[src/rtl/hazard_forward_unit_pkg.sv]
// Shared types for the hazard/forwarding unit: forward-select encodings,
// the shadow-pipeline entry and small helpers used by the top and hazard_match.
package hazard_forward_unit_pkg;

  localparam int NUM_STAGES = 3;
  localparam int STAGE_EX   = 0;
  localparam int STAGE_MEM  = 1;
  localparam int STAGE_WB   = 2;

  typedef enum logic [1:0] {
    FWD_REGFILE = 2'd0,
    FWD_EXMEM   = 2'd1,
    FWD_MEMWB   = 2'd2
  } fwdSel_e;

  typedef struct packed {
    logic       valid;
    logic       writeEn;
    logic [4:0] dst;
    logic       isLoad;
  } shadowEntry_t;

  localparam shadowEntry_t EMPTY_ENTRY = '{valid: 1'b0, writeEn: 1'b0, dst: 5'd0, isLoad: 1'b0};

  // r0 is hard-wired to zero, so an entry targeting it never produces a value.
  function automatic logic isWriter(input logic valid, input logic writeEn, input logic [4:0] dst);
    return valid && writeEn && (dst != 5'd0);
  endfunction

  function automatic fwdSel_e stageFwd(input int stage);
    case (stage)
      STAGE_EX:  return FWD_EXMEM;
      STAGE_MEM: return FWD_MEMWB;
      STAGE_WB:  return FWD_REGFILE;
      default:   return FWD_REGFILE;
    endcase
  endfunction

endpackage

[src/rtl/hazard_forward_unit_match.sv]
// hazard_match: compares the two ID source registers against one shadow entry.
module hazard_match
  import hazard_forward_unit_pkg::*;
(
  input  logic       entryValid,
  input  logic       entryWriteEn,
  input  logic [4:0] entryDst,
  input  logic [4:0] registerRs,
  input  logic [4:0] registerRt,
  input  logic       useRs,
  input  logic       useRt,
  output logic       matchRs,
  output logic       matchRt
);

  logic writer;

  assign writer  = isWriter(entryValid, entryWriteEn, entryDst);
  assign matchRs = useRs && writer && (entryDst == registerRs);
  assign matchRt = useRt && writer && (entryDst == registerRt);

endmodule

[src/rtl/hazard_forward_unit.sv]
// Hazard detection and operand-forwarding unit tracking a shadow EX/MEM/WB pipeline.
// Define HAZARD_FORWARDING_EN for forwarding; otherwise the unit interlocks until WB.
module hazard_forward_unit
  import hazard_forward_unit_pkg::*;
(
  input  logic        clk,
  input  logic        rst_n,
  input  logic        id_valid,
  input  logic [4:0]  id_registerRs,
  input  logic [4:0]  id_registerRt,
  input  logic        id_useRs,
  input  logic        id_useRt,
  input  logic [4:0]  id_registerWriteAddress,
  input  logic        id_ifWriteRegsFile,
  input  logic        id_memOutOrAluOutWriteBackToRegFile,
  input  logic        flush,
  output logic        id_shouldStall,
  output logic        ex_bubble,
  output logic [1:0]  ex_forwardA,
  output logic [1:0]  ex_forwardB,
  output logic [15:0] stallCount
);

  shadowEntry_t          pipe [NUM_STAGES];
  shadowEntry_t          exNext;
  logic [NUM_STAGES-1:0] matchRs;
  logic [NUM_STAGES-1:0] matchRt;
  logic                  hazard;
  logic                  idUseRs;
  logic                  idUseRt;
  logic [15:0]           stallCountReg;

  // An empty ID slot never reads anything.
  assign idUseRs = id_valid && id_useRs;
  assign idUseRt = id_valid && id_useRt;

  for (genvar g = 0; g < NUM_STAGES; g++) begin : gMatch
    hazard_match uMatch (
      .entryValid   (pipe[g].valid),
      .entryWriteEn (pipe[g].writeEn),
      .entryDst     (pipe[g].dst),
      .registerRs   (id_registerRs),
      .registerRt   (id_registerRt),
      .useRs        (idUseRs),
      .useRt        (idUseRt),
      .matchRs      (matchRs[g]),
      .matchRt      (matchRt[g])
    );
  end

`ifdef HAZARD_FORWARDING_EN
  fwdSel_e    fwdANext;
  fwdSel_e    fwdBNext;
  logic [1:0] fwdAReg;
  logic [1:0] fwdBReg;

  // Walk WB->EX so the youngest producer wins; WB maps to the write-through regfile.
  always_comb begin
    hazard   = 1'b0;
    fwdANext = FWD_REGFILE;
    fwdBNext = FWD_REGFILE;
    for (int s = NUM_STAGES - 1; s >= 0; s--) begin
      if ((s == STAGE_EX) && pipe[s].isLoad) begin
        if (matchRs[s] || matchRt[s]) hazard = 1'b1;
        else                          hazard = hazard;
      end else begin
        if (matchRs[s]) fwdANext = stageFwd(s);
        else            fwdANext = fwdANext;
        if (matchRt[s]) fwdBNext = stageFwd(s);
        else            fwdBNext = fwdBNext;
      end
    end
  end

  // Forward selects for the instruction entering EX; a bubble carries no operands.
  always_ff @(posedge clk or negedge rst_n) begin
    if (!rst_n) begin
      fwdAReg <= 2'd0;
      fwdBReg <= 2'd0;
    end else if (ex_bubble) begin
      fwdAReg <= 2'd0;
      fwdBReg <= 2'd0;
    end else begin
      fwdAReg <= fwdANext;
      fwdBReg <= fwdBNext;
    end
  end

  assign ex_forwardA = fwdAReg;
  assign ex_forwardB = fwdBReg;
`else
  // Interlock: any in-flight producer ahead of WB holds the consumer in ID.
  always_comb begin
    hazard = 1'b0;
    for (int s = 0; s < NUM_STAGES; s++) begin
      if ((s != STAGE_WB) && (matchRs[s] || matchRt[s])) hazard = 1'b1;
      else                                               hazard = hazard;
    end
  end

  assign ex_forwardA = FWD_REGFILE;
  assign ex_forwardB = FWD_REGFILE;
`endif

  assign id_shouldStall = hazard && !flush;
  assign ex_bubble      = id_shouldStall || flush;

  // Entry that EX captures at the next edge.
  always_comb begin
    if (ex_bubble || !id_valid) begin
      exNext = EMPTY_ENTRY;
    end else begin
      exNext = '{valid:   1'b1,
                 writeEn: id_ifWriteRegsFile,
                 dst:     id_registerWriteAddress,
                 isLoad:  id_memOutOrAluOutWriteBackToRegFile};
    end
  end

  // Shadow pipeline advances every cycle regardless of stalls.
  always_ff @(posedge clk or negedge rst_n) begin
    if (!rst_n) begin
      for (int s = 0; s < NUM_STAGES; s++) pipe[s] <= EMPTY_ENTRY;
    end else begin
      pipe[STAGE_EX]  <= exNext;
      pipe[STAGE_MEM] <= pipe[STAGE_EX];
      pipe[STAGE_WB]  <= pipe[STAGE_MEM];
    end
  end

  // Saturating stall-cycle counter.
  always_ff @(posedge clk or negedge rst_n) begin
    if (!rst_n) begin
      stallCountReg <= 16'd0;
    end else if (id_shouldStall && (stallCountReg != 16'hFFFF)) begin
      stallCountReg <= stallCountReg + 16'd1;
    end else begin
      stallCountReg <= stallCountReg;
    end
  end

  assign stallCount = stallCountReg;

endmodule
[config.mk]
export PLATFORM = sky130hd
export DESIGN_NAME = hazard_forward_unit
export DESIGN_NICKNAME = d
export VERILOG_FILES = /design/src/rtl/hazard_forward_unit_pkg.sv /design/src/rtl/hazard_forward_unit_match.sv /design/src/rtl/hazard_forward_unit.sv
export SDC_FILE = /design/constraint.sdc
export NUM_CORES = 1
export LEC_CHECK = 0
export BUFFER_PORTS_ARGS = -buffer_cell sky130_fd_sc_hd__buf_2
export CAP_MARGIN = 20
export CORE_MARGIN = 3
export CORE_UTILIZATION = 30
export DETAILED_ROUTE_END_ITERATION = 8
export PLACE_DENSITY = 0.6
export SLEW_MARGIN = 20
export SYNTH_ARGS = -nofsm -noshare
export SYNTH_HDL_FRONTEND = slang
export SYNTH_SLANG_ARGS = --single-unit
[constraint.sdc]
create_clock -name clk -period 2.6 [get_ports clk]
set_input_delay 0.13 -clock clk [delete_from_list [all_inputs] [get_ports clk]]
set_output_delay 0.13 -clock clk [all_outputs]
set_load 0.005 [all_outputs]
==> results of run 1 <==
==> cells by family (layout without fill, tap and decap cells) <==
| kind of cell | Yosys count | count (layout) | synth area share, % |
|---|---|---|---|
| AOI/OAI and AO/OA | 11 | 11 | 6.738 |
| xor gates and xnor gates | 34 | 34 | 19.56 |
| adders and majority gates | 1 | 1 | 0.8216 |
| buffers and inverters | 10 | 51 | 4.191 |
| DFF | 30 | 30 | 49.30 |
| muxes | 1 | 1 | 0.7395 |
| other | 1 | 4 | 0.2463 |
| and+or+nand+nor | 50 | 50 | 18.41 |
==> registers in the layout, summed over array words and instances, names as in the netlist <==
register / cells
stallCount: 16
pipe: 14
==> through the flow <==
| stage | instance area, um2 | total power, mW | worst slack, ns | utilization [%] |
|---|---|---|---|---|
| floorplan | 1534 | 0.5376 | 0.7304 | - |
| global placement | 1760 | 0.5709 | 0.5087 | 36.55 |
| detailed placement | 1760 | 0.5716 | 0.4997 | 36.55 |
| CTS | 1866 | 0.9643 | 0.4183 | 38.73 |
| global route | 1866 | 0.9985 | 0.2371 | 38.73 |
| finish | 1866 | 0.9517 | 0.4450 | 38.73 |
==> metal layers <==
metal | vias to the layer above | track usage, % | part of all wire (%)
li1 | 553 | - | -
met1 | 529 | 12.99 | 44
met2 | 23 | 19.00 | 50
met3 | 7 | 2.817 | 3.6
met4 | 0 | 5.338 | 2.5
met5 | - | 0 | 0
==> layout make-up <==
cell class | count | area [um2]
Fill cell | 489 | 2952
Sequential cell | 30 | 750.7
Multi-Input combinational cell | 101 | 719.4
Timing Repair Buffer | 40 | 205.2
Tap cell | 67 | 83.83
Clock buffer | 6 | 82.58
Clock inverter | 2 | 12.51
Inverter | 3 | 11.26
==> cells in the final DEF, fill, tap and decap left out, drive strengths merged, types with 3 or more instances in the layout <==
| cell type | instances |
|---|---|
| buf | 39 |
| inv | 3 |
| nor2 | 3 |
| conb | 4 |
| nand4 | 8 |
| nand3 | 10 |
| xor2 | 4 |
| clkbuf | 6 |
| xnor2 | 30 |
| nor4 | 4 |
| and3 | 4 |
| and2 | 6 |
| nand2 | 9 |
| dfrtp | 30 |
==> worst register-to-register path, delay by kind of cell, from the launching register on <==
family	cells	cell delay [ns]
AO/OA/AOI/OAI	2	0.50
flip-flops	1	0.42
AND/OR/NAND/NOR	3	1.05
buffers and inverters	1	0.07
==> report_power, final <==
part | leakage (nW) | switching [mW] | internal, mW
combinational | 0.467 | 0.0377 | 0.0382
sequential | 0.405 | 0.0101 | 0.476
clock | 0.0472 | 0.177 | 0.212
total | 0.919 | 0.225 | 0.727
==> path summary, 6_finish.rpt <==
| kind | to | slack [ns] | depth (start not counted) |
|---|---|---|---|
| max in group asynchronous | pipe[23] | 1.77 | 2 |
| worst max-delay path | ex_bubble | 0.45 | 6 |
| min in group asynchronous | stallCount[8] | 0.40 | 2 |
| worst min-delay path | pipe[21] | 0.05 | 2 |
| worst max register to register | pipe[22] | 0.51 | 6 |
| worst min register to register | pipe[15] | 0.40 | 0 |
==> repair_timing <==
item	CTS	global route
hold buffers	1	0
gates resized for setup	0	0
endpoints found under the hold margin	30	0
==> flow_summary.toml, run 1 <==
[setup_path]
arrival_ns = 2.02
cp_top_family = "simple AND/OR/NAND/NOR gates"
cp.required_ns = 2.47
critPathKind = "flop to output pin"
worst_path_max_delay_cell = "or4_1"
crit_path_end_kind = "output pin"
startpoint = "pipe[17]"
crit_fanout = 8
path_cells = "or4_1 -> o211ai_2 -> inv_2 -> a22oi_4 -> nand2b_1 -> buf_2"
start_kind = "flop"
rr_startpoint = "pipe[17]"
path_buf_inv = 2
cpPeakStageDelay_ns = 0.56

[yosys]
avgSynthCellArea_um2 = 11.03
yosysTopAreaCellShare_pct = 49.30
synth-edff-count = 0
yosys.area.top_type = "dfrtp_1"
synthTopCellsByCount = "dfrtp_1 (30), xnor2_1 (30), nand3_1 (10)"
synth-seq-cells = 30
ys_types = 32
seq_area_frac_synth_pct = 49.30
async_flop_share_pct = 100.0
syn_area_um2 = 1523
ys_warn_count = 0
synthCells = 138
yosys-top-cells-area = "dfrtp_1 (49%), xnor2_1 (17%), nand3_1 (3.3%)"
synth_ff_type = "dfrtp_1"

[detailed_routing]
drtPass1Iterations = 4
vias = 1112
route.detailed.drc = 0
routedWlPerCell_um = 12.11
drtIter0Drc = 45
avgViaCountPerCell = 4.466
drtAntennaViolNets = 0
drt-total-wl_um = 3016

[clock_network]
insertion_delay_ns = 0.28
htree_levels = 2
cts-root-buf = "clkbuf_8"
cts_tree = "done"
clk_pin_slew_ns = 0.06
cts_setup_buffers = 0
clk_path_buf_depth = 2
numCtsBuffers = 5
clock_sinks = 30

[placed_design]
io_buffers = 39
routabilityCongestion = 0.8793
dp_hpwl_um = 2354
dp.cells = 240

[floorplanning]
dieArea_um2 = 5967
pin_count = 45
die_w_um = 77.25
initial_core_util_pct = 31.61
num_rows = 25
die_y_um = 77.25
core_um2 = 4817

[sta]
period_share_pct = 82.88
rsz0062_at_grt = "false"
setup_tns_ns = 0
max_slew_margin_pct = 57.07
worst_pin_slew_ns = 0.6440
final-max-slew-violation-count = 0
fmax_ghz = 0.4640
whs_ns = 0.05498
setup_viol = 0
hold_violations = 0
fin_skew_ns = 0.006773
min_period_ns = 2.155

[cells_and_area]
stdcell_count = 249
n_antenna_cell = 0
areaGrowthSynthToFinish_pct = 22.51
nets = 205
drive_gt1_share_pct = 28.57

[min_path]
min-delay-path-class = "primary input to flop"
worstHoldStart = "id_registerWriteAddress[4]"

[grt]
antenna_found_initial = 0
grt_first_pass_wirelength_um = 5271
grt_max_degree = 31
grt_overflow = 0
grt_pass1_vias = 1165
track_usage_pct = 11.15

[job]
cap_violations = 0

[power_and_ir_drop]
powerDensity_nw_per_um2 = 510.2
ir_worst_vdd_mv = 0.2350
leakage_nw = 0.9193

[outcome]
status = "completed"
Power figures use the tool's default switching activity.
==> inputs of run 2 (changes only) <==
--- a/config.mk
+++ b/config.mk
@@ -10,7 +10,7 @@
 export CORE_MARGIN = 3
 export CORE_UTILIZATION = 30
 export DETAILED_ROUTE_END_ITERATION = 8
-export PLACE_DENSITY = 0.6
+export PLACE_DENSITY = 0.62
 export SLEW_MARGIN = 20
 export SYNTH_ARGS = -nofsm -noshare
 export SYNTH_HDL_FRONTEND = slang
==> constraint.sdc (replaced) <==
create_clock -name clk -period 1.97 [get_ports clk]
set_input_delay 0.0985 -clock clk [delete_from_list [all_inputs] [get_ports clk]]
set_output_delay 0.0985 -clock clk [all_outputs]
set_load 0.005 [all_outputs]
==> flow_summary.toml, run 2 (synthesis gave the netlist of run 1 again) <==
[outcome]
status = "finished with violations"
violations = "negative setup slack"

[sta]
setup_tns_ns = -0.6815
fin_ws_ns = -0.1198
setup_viol = 11
max_slew_margin_pct = 56.38
period_share_pct = 106.1
whs_ns = 0.01534
final-max-slew-violation-count = 0
fin_skew_ns = 0.004015
fmax_ghz = 0.4785
min_period_ns = 2.090
rsz0062_at_grt = "true"
worst_pin_slew_ns = 0.6543
hold_violations = 0

[setup_path]
rr_startpoint = "pipe[17]"
rrSetupSlack_ns = -0.12
cp.required_ns = 1.87
crit_path_end_kind = "output pin"
arrival_ns = 1.99
r2r_cells = 7
regToRegEndpoint = "stallCount[1]"
crit_fanout = 4
critPathKind = "flop to output pin"
start_kind = "flop"

[detailed_routing]
route.detailed.drc = 0
drtIter0Drc = 44
drtAntennaViolNets = 0
avgViaCountPerCell = 4.454
drt-total-wl_um = 3666
drtPass1Iterations = 4
vias = 1247
routedWlPerCell_um = 13.09

[cells_and_area]
largest_reg_flops = 16
areaGrowthSynthToFinish_pct = 50.04
drive_gt1_share_pct = 47.89
mostFrequentLayoutCell = "buf_2"
nets = 236
n_antenna_cell = 0
multi_input_area_um2 = 877.1
fillers = 470
regArea_um2 = 750.7
layout_common_cells = "buf_2 (38), dfrtp_1 (30), xnor2_1 (27), buf_4 (27)"

[power_and_ir_drop]
powerDensity_nw_per_um2 = 609.9
leakage_nw = 1.167
ir_worst_vdd_mv = 0.3177
p_total_mw = 1.393

[min_path]
hold_depth = 2
min_to = "pipe[17]"
worstHoldStart = "id_registerWriteAddress[0]"
min-delay-path-class = "primary input to flop"

[clock_network]
htree_levels = 2
insertion_delay_ns = 0.28
cts-root-buf = "clkbuf_8"
clk_path_buf_depth = 2
clock_sinks = 30
clk_pin_slew_ns = 0.07
numCtsBuffers = 5
cts_tree = "done"

[grt]
grt_use_met2_pct = 21.16
grt_first_pass_wirelength_um = 5651
antenna_found_initial = 0
top_usage_layer = "met2"
grt_pass1_vias = 1279
use_met1_pct = 13.48
track_usage_pct = 12.03
grt_overflow = 0
grt_max_degree = 31
grtUsageMet3_pct = 3.286

[floorplanning]
die_w_um = 77.25
initial_core_util_pct = 31.61
dieArea_um2 = 5967
die_y_um = 77.25
core_um2 = 4817
num_rows = 25
pin_count = 45

[placed_design]
dp_hpwl_um = 2479
routabilityCongestion = 0.8246
place_ws_ns = -0.07689
io_buffers = 39

[job]
cap_violations = 0
## run 2: changes by cell type in the layout (fill, tap and decap cells not counted), moves of 3 or more
cell,before,now
xnor2_1,30,27
buf_6,0,4
xnor2_2,0,3
nor4_4,0,3
buf_4,0,27
## run 2: worst max path at each step
stage | from | end | slack, ns | cells past startpoint
floorplan | pipe[17] | pipe[17] | 0.10 | 7
global placement | pipe[9] | stallCount[1] | -0.05 | 5
detailed placement | pipe[9] | stallCount[1] | -0.08 | 5
CTS | pipe[19] | ex_bubble | -0.11 | 7
global route | pipe[12] | stallCount[15] | -0.22 | 11
finish | pipe[17] | id_shouldStall | -0.12 | 7
## run 2: area by class of cell
cell class | instances | area share, %
Timing Repair Buffer | 70 | 19.61
Clock inverter | 3 | 1.972
Inverter | 3 | 0.4929
Clock buffer | 5 | 3.012
Tap cell | 67 | 3.669
Sequential cell | 30 | 32.86
Multi-Input combinational cell | 102 | 38.39
## run 2: where the power goes
group / total [mW] / leakage, nW / internal (mW) / switching, mW
sequential: 0.640 / 0.405 / 0.629 / 0.0113
combinational: 0.138 / 0.712 / 0.0729 / 0.0651
clock: 0.616 / 0.0504 / 0.376 / 0.240
## run 2: critical path, cell delays in order (launching register included)
cell      delay (ns)
dfrtp_1         0.39
or4_4           0.55
o211ai_4        0.19
inv_2           0.07
a22oi_4         0.20
buf_6           0.14
nor2_1          0.04
buf_2           0.13
## run 2: layer usage
metal	vias to the layer above	part of all wire, %
met3	6	4.2
met5	-	0
met2	24	51
met4	0	1.9
li1	620	-
met1	597	42
## run 2: what timing repair did
item / 4_1_cts / 5_1_grt
gates resized for setup: 5 / 25
cloned: 0 / 1
buffers inserted: 6 / 5
pin swaps: 4 / 16
hold buffers: 1 / 0
endpoints found under the hold margin: 30 / 0
setup endpoints to repair: 15 / 24
## run 2: per-stage QoR
stage	cells	util (%)	cell area (um2)
floorplan	141	-	1534
global placement	259	39.51	1903
detailed placement	259	39.51	1903
CTS	274	43.40	2091
global route	280	47.43	2285
finish	280	47.43	2285
